## src/rtl/interleaver_pp_ctrl.sv

```systemverilog
// interleaver_pp_ctrl
// Ping-pong bank controller sitting between a bit interleaver (writer) and a
// modulator (reader). Two external RAM banks alternate: one is filled with
// NCBPS permuted writes while the other is drained sequentially.
// The RAM read port is registered; valid_out/rd_sel are aligned with its q.
// Optional feature: define PPC_OVERFLOW_DETECT_EN to build the sticky
// err_overflow detector (otherwise err_overflow is tied low).
module interleaver_pp_ctrl #(
    parameter int NCBPS = 192,
    parameter int AW    = 8
) (
    input  logic          clk,
    input  logic          reset,
    input  logic          wr_valid,
    input  logic [AW-1:0] wr_index,
    output logic          wr_ready,
    output logic          wr_en_a,
    output logic          wr_en_b,
    output logic [AW-1:0] wr_addr,
    output logic          rd_en_a,
    output logic          rd_en_b,
    output logic [AW-1:0] rd_addr,
    output logic          rd_sel,
    input  logic          ready_in,
    output logic          valid_out,
    output logic          block_done,
    output logic          err_overflow
);

    localparam logic [1:0] ST_EMPTY = 2'd0;
    localparam logic [1:0] ST_FILL  = 2'd1;
    localparam logic [1:0] ST_FULL  = 2'd2;
    localparam logic [1:0] ST_DRAIN = 2'd3;

    localparam logic [AW-1:0] LAST_ADDR = AW'(NCBPS - 1);

    logic [1:0]    bank_st [2];
    logic          wr_ptr_q, wr_ptr_d;
    logic          rd_ptr_q, rd_ptr_d;
    logic [AW-1:0] wr_cnt_q, wr_cnt_d;
    logic [AW-1:0] rd_addr_q, rd_addr_d;
    logic          rd_issued_q, rd_issued_d;   // all NCBPS reads of the bank issued
    logic          valid_q, valid_d;
    logic          sel_q, sel_d;
    logic          last_q, last_d;             // q currently holds address NCBPS-1

    logic wr_fire;
    logic consume;
    logic last_consume;
    logic b2b;
    logic rd_norm;
    logic rd_fire;
    logic rd_bank;

    // Write handshake and read issue decisions (registered state + inputs only)
    always_comb begin
        wr_ready     = ((bank_st[wr_ptr_q] == ST_EMPTY) || (bank_st[wr_ptr_q] == ST_FILL)) && !reset;
        wr_fire      = wr_valid && wr_ready;
        consume      = valid_q && ready_in;
        last_consume = consume && last_q;
        // Next bank already full: start it while the last bit leaves, no bubble
        b2b          = last_consume && (bank_st[~rd_ptr_q] == ST_FULL);
        rd_norm      = (bank_st[rd_ptr_q] == ST_DRAIN) && !rd_issued_q && (!valid_q || ready_in);
        rd_fire      = (rd_norm || b2b) && !reset;
        rd_bank      = b2b ? ~rd_ptr_q : rd_ptr_q;
    end

    // Per-bank state: EMPTY -> FILL -> FULL -> DRAIN -> EMPTY
    genvar gi;
    generate
        for (gi = 0; gi < 2; gi++) begin : g_bank
            localparam logic BANK_ID = 1'(gi);
            logic [1:0] st_q, st_d;

            // Next state for this bank; a fill and the other bank's release are independent
            always_comb begin
                st_d = st_q;
                if (wr_fire && (wr_ptr_q == BANK_ID))
                    st_d = (wr_cnt_q == LAST_ADDR) ? ST_FULL : ST_FILL;
                if (last_consume && (rd_ptr_q == BANK_ID))
                    st_d = ST_EMPTY;
                if ((rd_ptr_q == BANK_ID) && (st_q == ST_FULL))
                    st_d = ST_DRAIN;
                if (b2b && (rd_ptr_q != BANK_ID))
                    st_d = ST_DRAIN;
            end

            // Bank state register
            always_ff @(posedge clk) begin
                if (reset)
                    st_q <= ST_EMPTY;
                else
                    st_q <= st_d;
            end

            assign bank_st[gi] = st_q;
        end
    endgenerate

    // Write counter and write bank pointer
    always_comb begin
        wr_cnt_d = wr_cnt_q;
        wr_ptr_d = wr_ptr_q;
        if (wr_fire) begin
            if (wr_cnt_q == LAST_ADDR) begin
                wr_cnt_d = '0;
                wr_ptr_d = ~wr_ptr_q;
            end else begin
                wr_cnt_d = wr_cnt_q + AW'(1);
            end
        end
    end

    // Read address, output-valid pipeline and read bank pointer
    always_comb begin
        rd_addr_d   = rd_addr_q;
        rd_issued_d = rd_issued_q;
        valid_d     = valid_q;
        sel_d       = sel_q;
        last_d      = last_q;
        rd_ptr_d    = rd_ptr_q;
        if (consume)
            valid_d = 1'b0;
        if (last_consume) begin
            rd_ptr_d    = ~rd_ptr_q;
            rd_issued_d = 1'b0;
        end
        if (rd_fire) begin
            valid_d = 1'b1;
            sel_d   = rd_bank;
            last_d  = (rd_addr_q == LAST_ADDR);
            if (rd_addr_q == LAST_ADDR) begin
                rd_addr_d   = '0;
                rd_issued_d = 1'b1;
            end else begin
                rd_addr_d = rd_addr_q + AW'(1);
            end
        end
    end

    // Controller registers
    always_ff @(posedge clk) begin
        if (reset) begin
            wr_ptr_q    <= 1'b0;
            rd_ptr_q    <= 1'b0;
            wr_cnt_q    <= '0;
            rd_addr_q   <= '0;
            rd_issued_q <= 1'b0;
            valid_q     <= 1'b0;
            sel_q       <= 1'b0;
            last_q      <= 1'b0;
        end else begin
            wr_ptr_q    <= wr_ptr_d;
            rd_ptr_q    <= rd_ptr_d;
            wr_cnt_q    <= wr_cnt_d;
            rd_addr_q   <= rd_addr_d;
            rd_issued_q <= rd_issued_d;
            valid_q     <= valid_d;
            sel_q       <= sel_d;
            last_q      <= last_d;
        end
    end

`ifdef PPC_OVERFLOW_DETECT_EN
    logic err_q, err_d;

    // Sticky flag: writer offered a bit that had nowhere to go
    always_comb begin
        err_d = err_q || (wr_valid && !wr_ready);
    end

    // Overflow flag register, cleared only by reset
    always_ff @(posedge clk) begin
        if (reset)
            err_q <= 1'b0;
        else
            err_q <= err_d;
    end

    assign err_overflow = err_q;
`else
    assign err_overflow = 1'b0;
`endif

    assign wr_en_a    = wr_fire && !wr_ptr_q;
    assign wr_en_b    = wr_fire && wr_ptr_q;
    assign wr_addr    = wr_index;
    assign rd_en_a    = rd_fire && !rd_bank;
    assign rd_en_b    = rd_fire && rd_bank;
    assign rd_addr    = rd_addr_q;
    assign rd_sel     = sel_q;
    assign valid_out  = valid_q;
    assign block_done = last_consume && !reset;

endmodule

```

## config.mk

```make
export PLATFORM = sky130hd
export DESIGN_NAME = interleaver_pp_ctrl
export DESIGN_NICKNAME = d
export VERILOG_FILES = /design/src/rtl/interleaver_pp_ctrl.sv
export SDC_FILE = /design/constraint.sdc
export NUM_CORES = 1
export LEC_CHECK = 0
export CAP_MARGIN = 20
export CORE_ASPECT_RATIO = 0.5
export CORE_MARGIN = 2
export CORE_UTILIZATION = 29
export CTS_CLUSTER_DIAMETER = 30
export CTS_CLUSTER_SIZE = 16
export DETAILED_ROUTE_END_ITERATION = 12
export PLACE_DENSITY_LB_ADDON = 0.12
export SLEW_MARGIN = 40
export SYNTH_ARGS = -nofsm -noshare
export SYNTH_HDL_FRONTEND = slang
export SYNTH_SLANG_ARGS = --single-unit
```

## constraint.sdc

```tcl
create_clock -name clk -period 1.8 [get_ports clk]
set_input_delay 0.36 -clock clk [delete_from_list [all_inputs] [get_ports clk]]
set_output_delay 0.36 -clock clk [all_outputs]
set_load 0.03 [all_outputs]
```

Word level (Yosys, flattened, before mapping)
Cells that the tools add are included.

Output and inout port bits: 25. Bits in registers: 26. Bits of input ports: 12. Logic and storage cells: 86.

Order comparisons: 3. Bitwise logic cells: 5. Reductions and logical operators: 33. Muxes and demuxes: 26. Equal/unequal tests: 7. Add/sub/neg operators: 2.

Operators by type and width (number): two-way mux 2 bit (18); logical AND 1 bit (20); adder 8 x 1 -> 8 bit (second input constant) (2); equality test 8 bit (second input constant) (2); two-way mux 8 bit (2); equality test 2 bit (second input constant) (4); nonzero test 4 bit (2); >= comparator 2 bit (second input constant) (3); two-way mux 1 bit (6); NOT 1 -> 2 bit (3); logical NOT 1 bit (5); logical OR 1 bit (3); equality test 2 x 1 -> 1 bit (second input constant) (1); logical NOT 2 bit (1); NOT 1 bit (2); AND reduction 2 bit (1); nonzero test 2 bit (1).

Logic depth before layout (Yosys ltp)
Word-level depth: 13. Mapped depth: 6. Mapped depth without buffers: 6.

Least setup slack after synthesis
No wires, ideal clock.

Path type: register -> output. Start: reg valid_q (netlist: valid_out). End: out rd_en_b. Data required time: 1.440 ns. Data arrival time: 2.106 ns. Path slack: -0.666 ns. Cell stages (with the launch flop): 5. Buffers on the path: 0. Path through: dfxtp_1 > nand3_1 > a21oi_4 > ha_1 > nor3_1.

Cells in the longest elaborated chain, start to end: 6. Elaborated cells on any way between the ends: 10. Those cells by class: 1 x mux; 9 x reduce/logical.

Ends and longest elaborated chain: start: declaration (RTL line 43) `logic valid_q, valid_d;`; start signal: assignment (RTL line 158) `valid_q <= valid_d;`; logical NOT 1 bit / logical AND 1 bit (equally long branches) (RTL line 63, 59); logical OR 1 bit / logical AND 1 bit (equally long branches) (RTL line 63, 60); logical AND 1 bit, on equally long branches (RTL line 63, 62); logical OR 1 bit (RTL line 64) `rd_fire = (rd_norm || b2b) && !reset;`; logical AND 1 bit (RTL line 64); logical AND 1 bit (*) (RTL line 189) `assign rd_en_b = rd_fire && rd_bank;`; end: declaration (RTL line 21) `output logic rd_en_b,`.

Every way passes the cells marked *; elsewhere a longest branch is shown, timed or not.

Worst setup path in the final report
Start: reg rd_ptr_q. End: out rd_en_a.

Cells in the longest elaborated chain, start to end: 10. Elaborated cells on any way between the ends: 19. Those cells by class: 2 x eq/ne; 7 x mux; 3 x bitwise; 7 x reduce/logical.

Ends and longest elaborated chain: start: declaration (RTL line 39) `logic rd_ptr_q, rd_ptr_d;`; start signal: assignment (RTL line 154) `rd_ptr_q <= rd_ptr_d;`; NOT 1 bit / NOT 1 -> 2 bit (equally long branches) (RTL line 62, 65, 63); NOT 1 -> 2 bit / two-way mux 2 bit (equally long branches) (RTL line 62, 63); two-way mux 2 bit, on equally long branches (2 in a row) (RTL line 62, 63); two-way mux 2 bit (not written as such) / equality test 2 bit (equally long branches) (RTL line 62, 63); equality test 2 bit / logical AND 1 bit (equally long branches) (RTL line 62, 63); logical AND 1 bit, on equally long branches (RTL line 62, 63); two-way mux 1 bit / logical OR 1 bit (equally long branches) (RTL line 65, 64); logical NOT 1 bit / logical AND 1 bit (equally long branches) (RTL line 188, 64); logical AND 1 bit (*) (RTL line 188) `assign rd_en_a = rd_fire && !rd_bank;`; end: declaration (RTL line 20) `output logic rd_en_a,`.

Every way passes the cells marked *; elsewhere a longest branch is shown, timed or not. The select of a mux whose other input is x is not followed.

==> metrics.txt <==
DP HPWL=between 2000 and 2500 µm; clk slew on worst S/H paths=roughly 0.09 ns; Post-CTS Hold Buffers=0; syn avg cell area=slightly above 8 µm²; final setup skew=between 0.002 and 0.0025 ns; Reg power frac=0.588; RSZ-0062 raised after global routing=yes; Post-DP Area=between 1500 and 2000 µm²; PwrDens=approximately 520 nW/µm²; final net count=about 220; Pre-antenna DRT Iters=4; worst path buffer plus inverter count=2; I/O Pins=37; DRC Markers=0; GP Congestion=around 0.72; Mapped Area=between 1000 and 1500 µm²; Max-Cap Viols=0; #FFs+latches synth=26; area grow syn2layout=40.54%; Routed WL per cell=between 10 and 15 µm; async set-reset flop share out of synthesis=0; family with the most delay on the worst path=simple AND/OR/NAND/NOR gates; Final min period=roughly 2.1 ns; CTS root buf=clkbuf_8; total power draw=just under 1000 µW; sequential-to-total area share from yosys stat=0.3859; share of layout cells above drive strength 1=0.2709; combinational share of power=0.073; status=finished, violations left; CTS tree=built; Startpoint Class=register; WS Path Type=register to output port; ANT cells=0; failing checks=setup timing; Yosys top cell by area=dfxtp_1; fin crit share=1.165; max incr delay on CP=0.38 ns; Final setup viols=3; CP required=roughly 1.4 ns; CP endpoint kind=output port; R2R Setup Slk=0 ns; HP Class=register to register; first-pass GRT wire length=between 5000 and 6000 µm; worst vdd ir=roughly 280 µV; Clk Latency, worst-skew pair=0.27 ns; H-Tree Depth=1; NetSw=226.2 µW; via count=approximately 1.2k; GRT Overall Usage=0.1268; synth unique cells=37; Die Area=~5200 µm²; CTS Sinks=26; area of the multi-input gates=around 800 µm²; DRT antenna net count=0; most common cell in the netlist=dfxtp_1; top cells by count, synth=dfxtp_1, nor2_1, a21oi_1; post-DR vias/cell=4.742; I/O Buffers=19; WL final=between 3000 and 4000 µm; starting DRC count in detailed routing=32; Yosys top cell area share=0.3859; critical path fanouts, max=5; pin count of the biggest net entering global routing=15; Final Cell Area=roughly 1900 µm²; Synth area leaders=dfxtp_1, a21oi_1, xnor2_1, buf_4, nor2_1; initial core utilization=0.3034; fill count=between 400 and 500; CTS max path bufs=2; Num CTS Buffers=3; net count after synthesis=180; Post-Synthesis Cells=between 150 and 200; Clk network pwr share=0.339; Max Clk Rate=477.1 MHz; ys flop type=dfxtp_1; initial antenna violation count=0; total core area=between 4000 and 5000 µm²; Final WS setup=-0.2962 ns; Final Hold Viols=0; Reg area=roughly 520 µm²; Arrival @ worst endpoint=between 1.5 and 2 ns; Synth warnings=0; Die Wd=roughly 100 µm; sw frac=0.2282; row cnt=17; Cell Chain, Critical Path=or3b_4, a21oi_4, buf_6, or2_1, and3_4, buf_6; via count of the first global-routing pass=1,169; fin. max-slew vios=0; Pleak=~0.0008 µW; slowest CP cell=or3b_4; grt ovf=0; Post-synth EDFFs=0; Worst path most repeated cell=buf_6; cell internal pwr=~770 µW; Vert. Die Dim=approximately 52 µm
tightest hold or removal path: stages, from the launching register on:
cell and delay [ns]:
dfxtp_1 0.33, nand2_1 0.05, a21oi_1 0.05
cells in the final DEF, fill, tap and decap left out, types with 3 or more instances in the layout:
cell type,netlist,final
buf_4,9,28
dfxtp_1,26,23
nor2_1,18,18
a21oi_1,17,17
nand2_1,14,14
xnor2_1,8,8
clkdlybuf4s50_1,0,8
inv_1,7,7
nand3_1,8,7
buf_6,1,7
o21ai_0,6,6
dlymetal6s2s_1,0,5
a31oi_1,4,4
and3_1,4,3
nor3_1,5,3
xor2_1,3,3
ha_1,4,3
clkbuf_8,0,3
dfxtp_2,0,3
stage by stage:
stage / TNS, ns / utilization / hold WS [ns] / setup WS (ns) / instances
finish: -0.5893 / 0.4264 / 0.4802 / -0.2962 / 260
global route: -0.9153 / 0.4264 / 0.5132 / -0.3633 / 260
CTS: -0.6362 / 0.4163 / 0.4792 / -0.3146 / 258
detailed placement: -3.204 / 0.3915 / 0.4622 / -0.3528 / 254
global placement: -3.095 / 0.3915 / 0.4646 / -0.3522 / 254
floorplan: -0.1466 / - / 0.4328 / -0.1192 / 164
path summary, 6_finish.rpt:
| kind | cells past startpoint | start | end |
|---|---|---|---|
| worst max-delay path | 6 | rd_ptr_q | rd_en_a |
| worst min-delay path | 2 | wr_cnt_q[1] | wr_cnt_q[1] |
| worst max register to register | 7 | rd_ptr_q | rd_addr[3] |
| worst min register to register | 2 | wr_cnt_q[1] | wr_cnt_q[1] |
flip-flops by register name, indices dropped and copies added, names as in the netlist:
signal,count
rd_addr,8
wr_cnt_q,8
g_bank.st_q,4
last_q,1
rd_issued_q,1
rd_ptr_q,1
rd_sel,1
valid_out,1
wr_ptr_q,1
kinds of logic after synthesis:
logic type | share of synthesized area
and+or+nand+nor | 0.2338
other | 0.002780
AOI/OAI and AO/OA | 0.1744
buffers and inverters | 0.08627
DFF | 0.3859
xor gates and xnor gates | 0.07143
muxes | 0.008348
adders and majority gates | 0.03711
power by group through the flow:
stage	Combinational [µW]	Clock, µW	Sequential, µW
after floorplan	67.5	0	596
after global placement	61.5	0	597
after detailed placement	61.6	0	597
after CTS	66.5	349	584
after global routing	79.4	381	585
final	72.4	336	583
final cells by class:
type / instances / area share
Tap cell: 57 / 0.03762
Sequential cell: 26 / 0.2766
Timing Repair Buffer: 49 / 0.2383
Multi-Input combinational cell: 118 / 0.4119
Inverter: 7 / 0.01386
Clock buffer: 3 / 0.02178
layer usage:
layer  vias to the layer above  wire, µm  global-route usage
met5                         -         0                   0
met4                         0         4             0.01598
met3                         2       115             0.04000
met2                        13      1500              0.2338
met1                       580      1516              0.1509
li1                        638         -                   -
what timing repair did:
action / CTS / global route
setup endpoints to repair: 8 / 14
pin swaps: 2 / 4
gates resized for setup: 12 / 7
buffers inserted: 1 / 2
Power figures use the tool's default switching activity.
